==> config.mk <==
export PLATFORM = sky130hd
export DESIGN_NAME = vga_plot_ctrl
export DESIGN_NICKNAME = d
export VERILOG_FILES = /design/src/rtl/vga_plot_ctrl.sv
export SDC_FILE = /design/constraint.sdc
export NUM_CORES = 1
export LEC_CHECK = 0
export ABC_CLOCK_PERIOD_IN_PS = 4800
export BUFFER_PORTS_ARGS = -buffer_cell sky130_fd_sc_hd__buf_2
export CORE_MARGIN = 3
export CORE_UTILIZATION = 40
export CTS_BUF_LIST = sky130_fd_sc_hd__clkbuf_2 sky130_fd_sc_hd__clkbuf_4 sky130_fd_sc_hd__clkbuf_8
export DETAILED_ROUTE_END_ITERATION = 6
export GPL_TIMING_DRIVEN = 0
export SKIP_CTS_REPAIR_TIMING = 1
export SYNTH_ARGS = -nofsm -noshare
export SYNTH_HDL_FRONTEND = slang
export SYNTH_SLANG_ARGS = --single-unit
==> constraint.sdc <==
create_clock -name clk -period 4.8 [get_ports clk]
set_clock_uncertainty 0.05 [all_clocks]
set_input_delay 0.48 -clock clk [delete_from_list [all_inputs] [get_ports clk]]
set_output_delay 0.48 -clock clk [all_outputs]
set_load 0.05 [all_outputs]
==> src/rtl/vga_plot_ctrl.sv <==
// Pixel-write sequencer for the VGA framebuffer adapter: turns CPU plot levels
// into single-cycle strobes and arbitrates them against a full-screen clear sweep.
module vga_plot_ctrl #(
  parameter int WIDTH  = 160,
  parameter int HEIGHT = 120,
  parameter int XW     = 8,
  parameter int YW     = 7
) (
  input  logic          clk,
  input  logic          reset,
  input  logic [7:0]    cpu_x,
  input  logic [7:0]    cpu_y,
  input  logic [2:0]    cpu_colour,
  input  logic          cpu_plot,
  input  logic          clear_req,
  input  logic [2:0]    clear_colour,
  output logic [XW-1:0] x,
  output logic [YW-1:0] y,
  output logic [2:0]    colour,
  output logic          plot,
  output logic          busy,
  output logic          clear_done,
  output logic          overrun,
  output logic          dropped
);

  typedef enum logic {IDLE, CLEAR} state_t;

  localparam logic [XW-1:0] X_LAST = XW'(WIDTH - 1);
  localparam logic [YW-1:0] Y_LAST = YW'(HEIGHT - 1);

  state_t          state, state_nxt;
  logic            cpu_plot_p1;
  logic            pend, pend_nxt;
  logic [XW-1:0]   pend_x, pend_x_nxt;
  logic [YW-1:0]   pend_y, pend_y_nxt;
  logic [2:0]      pend_colour, pend_colour_nxt;
  logic [XW-1:0]   x_nxt;
  logic [YW-1:0]   y_nxt;
  logic [2:0]      colour_nxt;
  logic            plot_nxt, busy_nxt, clear_done_nxt, overrun_nxt, dropped_nxt;
  logic            req, req_ok;

  function automatic logic in_range(input logic [7:0] px, input logic [7:0] py);
    return (32'(px) < WIDTH) && (32'(py) < HEIGHT);
  endfunction

  assign req    = cpu_plot & ~cpu_plot_p1;
  assign req_ok = req & in_range(cpu_x, cpu_y);

  always_comb begin
    state_nxt       = state;
    x_nxt           = x;
    y_nxt           = y;
    colour_nxt      = colour;
    plot_nxt        = 1'b0;
    clear_done_nxt  = 1'b0;
    pend_nxt        = pend;
    pend_x_nxt      = pend_x;
    pend_y_nxt      = pend_y;
    pend_colour_nxt = pend_colour;
    overrun_nxt     = overrun;
    dropped_nxt     = dropped | (req & ~req_ok);

    case (state)
      IDLE: begin
        if (clear_req) begin
          state_nxt  = CLEAR;
          x_nxt      = '0;
          y_nxt      = '0;
          colour_nxt = clear_colour;
          plot_nxt   = 1'b1;
          if (req_ok) begin
            pend_nxt        = 1'b1;
            pend_x_nxt      = cpu_x[XW-1:0];
            pend_y_nxt      = cpu_y[YW-1:0];
            pend_colour_nxt = cpu_colour;
            overrun_nxt     = overrun | pend;
          end
        end else if (pend) begin
          // Drain the slot; a request arriving now refills it behind the drain.
          x_nxt      = pend_x;
          y_nxt      = pend_y;
          colour_nxt = pend_colour;
          plot_nxt   = 1'b1;
          pend_nxt   = req_ok;
          if (req_ok) begin
            pend_x_nxt      = cpu_x[XW-1:0];
            pend_y_nxt      = cpu_y[YW-1:0];
            pend_colour_nxt = cpu_colour;
          end
        end else if (req_ok) begin
          x_nxt      = cpu_x[XW-1:0];
          y_nxt      = cpu_y[YW-1:0];
          colour_nxt = cpu_colour;
          plot_nxt   = 1'b1;
        end
      end
      CLEAR: begin
        // x/y double as the sweep counters; colour holds the latched fill.
        if (x == X_LAST && y == Y_LAST) begin
          state_nxt      = IDLE;
          clear_done_nxt = 1'b1;
        end else begin
          plot_nxt = 1'b1;
          if (x == X_LAST) begin
            x_nxt = '0;
            y_nxt = y + 1'b1;
          end else begin
            x_nxt = x + 1'b1;
          end
        end
        if (req_ok) begin
          pend_nxt        = 1'b1;
          pend_x_nxt      = cpu_x[XW-1:0];
          pend_y_nxt      = cpu_y[YW-1:0];
          pend_colour_nxt = cpu_colour;
          overrun_nxt     = overrun | pend;
        end
      end
      default: state_nxt = IDLE;
    endcase

    busy_nxt = (state_nxt == CLEAR) | pend_nxt;
  end

  // The edge register follows cpu_plot even during reset, so a level held
  // high across reset release is not mistaken for a new request.
  always_ff @(posedge clk) begin
    cpu_plot_p1 <= cpu_plot;
    pend_x      <= pend_x_nxt;
    pend_y      <= pend_y_nxt;
    pend_colour <= pend_colour_nxt;
    if (reset) begin
      state      <= IDLE;
      x          <= '0;
      y          <= '0;
      colour     <= '0;
      plot       <= 1'b0;
      busy       <= 1'b0;
      clear_done <= 1'b0;
      overrun    <= 1'b0;
      dropped    <= 1'b0;
      pend       <= 1'b0;
    end else begin
      state      <= state_nxt;
      x          <= x_nxt;
      y          <= y_nxt;
      colour     <= colour_nxt;
      plot       <= plot_nxt;
      busy       <= busy_nxt;
      clear_done <= clear_done_nxt;
      overrun    <= overrun_nxt;
      dropped    <= dropped_nxt;
      pend       <= pend_nxt;
    end
  end

endmodule

==> results.yml <==
placement:
  dp.cells: 341
  finalWeightedCongestion: 0.829
  dp_hpwl_microns: 3970
  portBuffers: 47
  place_area_sq_mm: 0.00252
pwr:
  power.share.sequential_pct: 52.6
  power_frac_comb_pct: 17.9
  p_leak_nw: 0.967
  switching_share_pct: 29.6
  clkPwrFrac_pct: 29.5
  ir_drop_v: 0.000158
  p_int_uw: 562
  p_sw_uw: 236
  p_per_area_mw_per_mm2: 306
floorplanning:
  row_count: 26
  die_y_microns: 80.1
  initial_utilization_pct: 42.2
  die_area_sq_mm: 0.00641
  io_pins: 49
  core_area_sq_mm: 0.00520
  die_w_microns: 80.1
timing:
  period_share_pct: 49.9
  whs_ns: 0.249
  fin_crit_ns: 2.40
  rsz0062_at_grt: "false"
  final.setup.tns_ns: 0
  worst_slew_pin_slew_ns: 0.934
  timing.fmax_ghz: 0.418
  setup_viol: 0
  hold_viol_final: 0
  slew_violations: 0
  max_slew_margin_pct: 37.7
clock_tree:
  clk_path_buf_depth: 2
  cts_buffers: 5
  cts_tree: "built"
  cts_root_buffer: "clkbuf_8"
  clock_sinks: 44
  clkTransAtPathRegs_ns: 0.07
  clk_latency_ns: 0.30
  ctsHtreeMaxLevel: 2
route:
  wl_per_cell_microns: 15.8
  final_antenna_net_count: 0
  dr.pass1.iters: 5
  via_per_inst: 5.51
  wl_microns: 5510
  drt_iter0_markers: 188
  drc: 0
  vias: 1922
final_layout:
  diodes: 0
  final_common_cell: "buf_2"
  ff_latch_area_sq_mm: 0.00106
  final_cell_mix: "buf_2 (52), dfxtp_1 (26), nand2_1 (22)"
  multi_input_area_sq_mm: 0.00108
  nets: 306
  drive_gt1_share_pct: 25.4
  fin_util_pct: 50.1
  synthToLayoutAreaGrowth_pct: 18.8
  n_fill_cell: 519
  finalNonFillerCells: 349
  design_area_sq_mm: 0.00261
synthesis:
  netlist_area_sq_mm: 0.00219
  synth_xor_area_share_pct: 0.798
  ys_seq_elements: 44
  synth_adder_area_share_pct: 1.14
  synthMuxAreaShare_pct: 8.27
  synth_top_area_share_pct: 24.6
  synth_top_family_by_area: "simple AND/OR/NAND/NOR gates"
  yosysTopAreaCell: "edfxtp_1"
  yosysSeqAreaShare_pct: 48.3
  synthesis.nets: 252
  synth_flop_cell: "dfxtp_1"
  async_flop_share_pct: 0
  synth_enable_flop_cells: 18
  synth-simple-area-share_pct: 20.5
  ys_types: 48
  synth_area_leaders: "edfxtp_1 (25%), dfxtp_1 (24%), mux2i_1 (7.8%), nand2_1 (3.8%), a21oi_1 (3.4%)"
  synthCells: 224
  syn_area_per_cell_sq_um: 9.80
  yosysWarnings: 0
  synth_compound_area_share_pct: 18.2
setup_path:
  path_class: "in2reg"
  worst_r2r_startpoint: "cpu_plot_p1"
  cp_max_fo: 18
  cp_data_arrival_time_ns: 2.26
  startpoint: "cpu_x[6]"
  cp-start-kind: "input pin"
  worstSetupEndpointType: "register"
  required_ns: 4.67
global_routing:
  grt.busiest_layer: "met1"
  grt_pass1_vias: 1670
  use_met3_pct: 3.14
  met1_usage_pct: 26.1
  grt_pass1_wl_microns: 8610
  grtUsageTotal_pct: 17.5
  met2_usage_pct: 25.8
  grt_max_degree: 19
  antenna_found_initial: 0
  grt_overflow_total: 0
worst_hold_path:
  hp-class: "in2reg"
  hp-start: "cpu_plot"
flow_run:
  cap_violations: 0
outcome:
  outcome: "completed"
-- state kept, by name (all words and copies together) (netlist names) --
register,cells
pend_y,7
pend_colour,3
y,7
cpu_plot_p1,1
state,1
clear_done,1
overrun,1
dropped,1
plot,1
x,8
busy,1
pend,1
colour,3
pend_x,8
-- logic make-up after synthesis --
| family | count (synthesis) |
|---|---|
| AND/OR/NAND/NOR | 85 |
| multiplexers | 18 |
| flip-flops | 44 |
| XOR/XNOR | 2 |
| AO/OA/AOI/OAI | 59 |
| adder cells (fa/ha/maj) | 2 |
| buffers and inverters | 14 |
-- power by group through the flow --
stage / Sequential, mW / Clock (mW) / Combinational [mW]
after CTS: 0.419 / 0.241 / 0.143
after floorplan: 0.463 / 0 / 0.0624
after global routing: 0.422 / 0.251 / 0.154
after global placement: 0.427 / 0 / 0.141
after detailed placement: 0.428 / 0 / 0.142
final: 0.420 / 0.235 / 0.143
-- area by class of cell --
type,instances,share of cell area (%)
buffer,11,1.82
multi-input combinational,166,41.3
sequential,44,40.7
clock buffer,7,3.21
clock inverter,1,0.144
tap,70,3.36
inverter,3,0.432
timing repair buffer,47,9.02
-- metal layers --
metal  vias up  wire length [microns]
li1        961                      -
met1       898                   2660
met2        57                   2510
met3         6                    265
met4         0                     65
met5         -                      0
-- synthesized netlist by cell type (2+ instances only) --
| cell | number |
|---|---|
| nor2_1 | 20 |
| dfxtp_1 | 26 |
| edfxtp_1 | 18 |
| nor2b_1 | 3 |
| a31oi_1 | 6 |
| and3_1 | 3 |
| o32ai_1 | 3 |
| buf_2 | 5 |
| mux2i_1 | 17 |
| nand4_1 | 3 |
| nand2_1 | 22 |
| buf_1 | 2 |
| inv_1 | 3 |
| o21ai_0 | 15 |
| ha_1 | 2 |
| clkbuf_1 | 4 |
| nor4_1 | 3 |
| o22ai_1 | 5 |
| nand3b_1 | 3 |
| nor3_1 | 7 |
| nand3_1 | 10 |
| a211oi_1 | 4 |
| a21oi_1 | 15 |
-- worst paths after layout --
| path | slack [ns] | end | cells past startpoint |
|---|---|---|---|
| worst max-delay path | 2.40 | pend_x[3] | 4 |
| worst max register to register | 2.67 | pend_x[3] | 3 |
| worst min register to register | 0.43 | dropped | 2 |
| worst min-delay path | 0.25 | cpu_plot_p1 | 1 |
-- metrics by stage --
step                worst slack [ns]  power (mW)
finish                          2.40       0.797
global placement                1.68       0.569
detailed placement              2.07       0.571
global route                    2.17       0.827
floorplan                       2.35       0.526
CTS                             2.38       0.803
-- critical path, stage by stage --
cell,delay [ns]
buf_2,0.11
o21ai_0,0.49
nand3_1,0.35
nor2_2,0.82
Power figures use the tool's default switching activity.
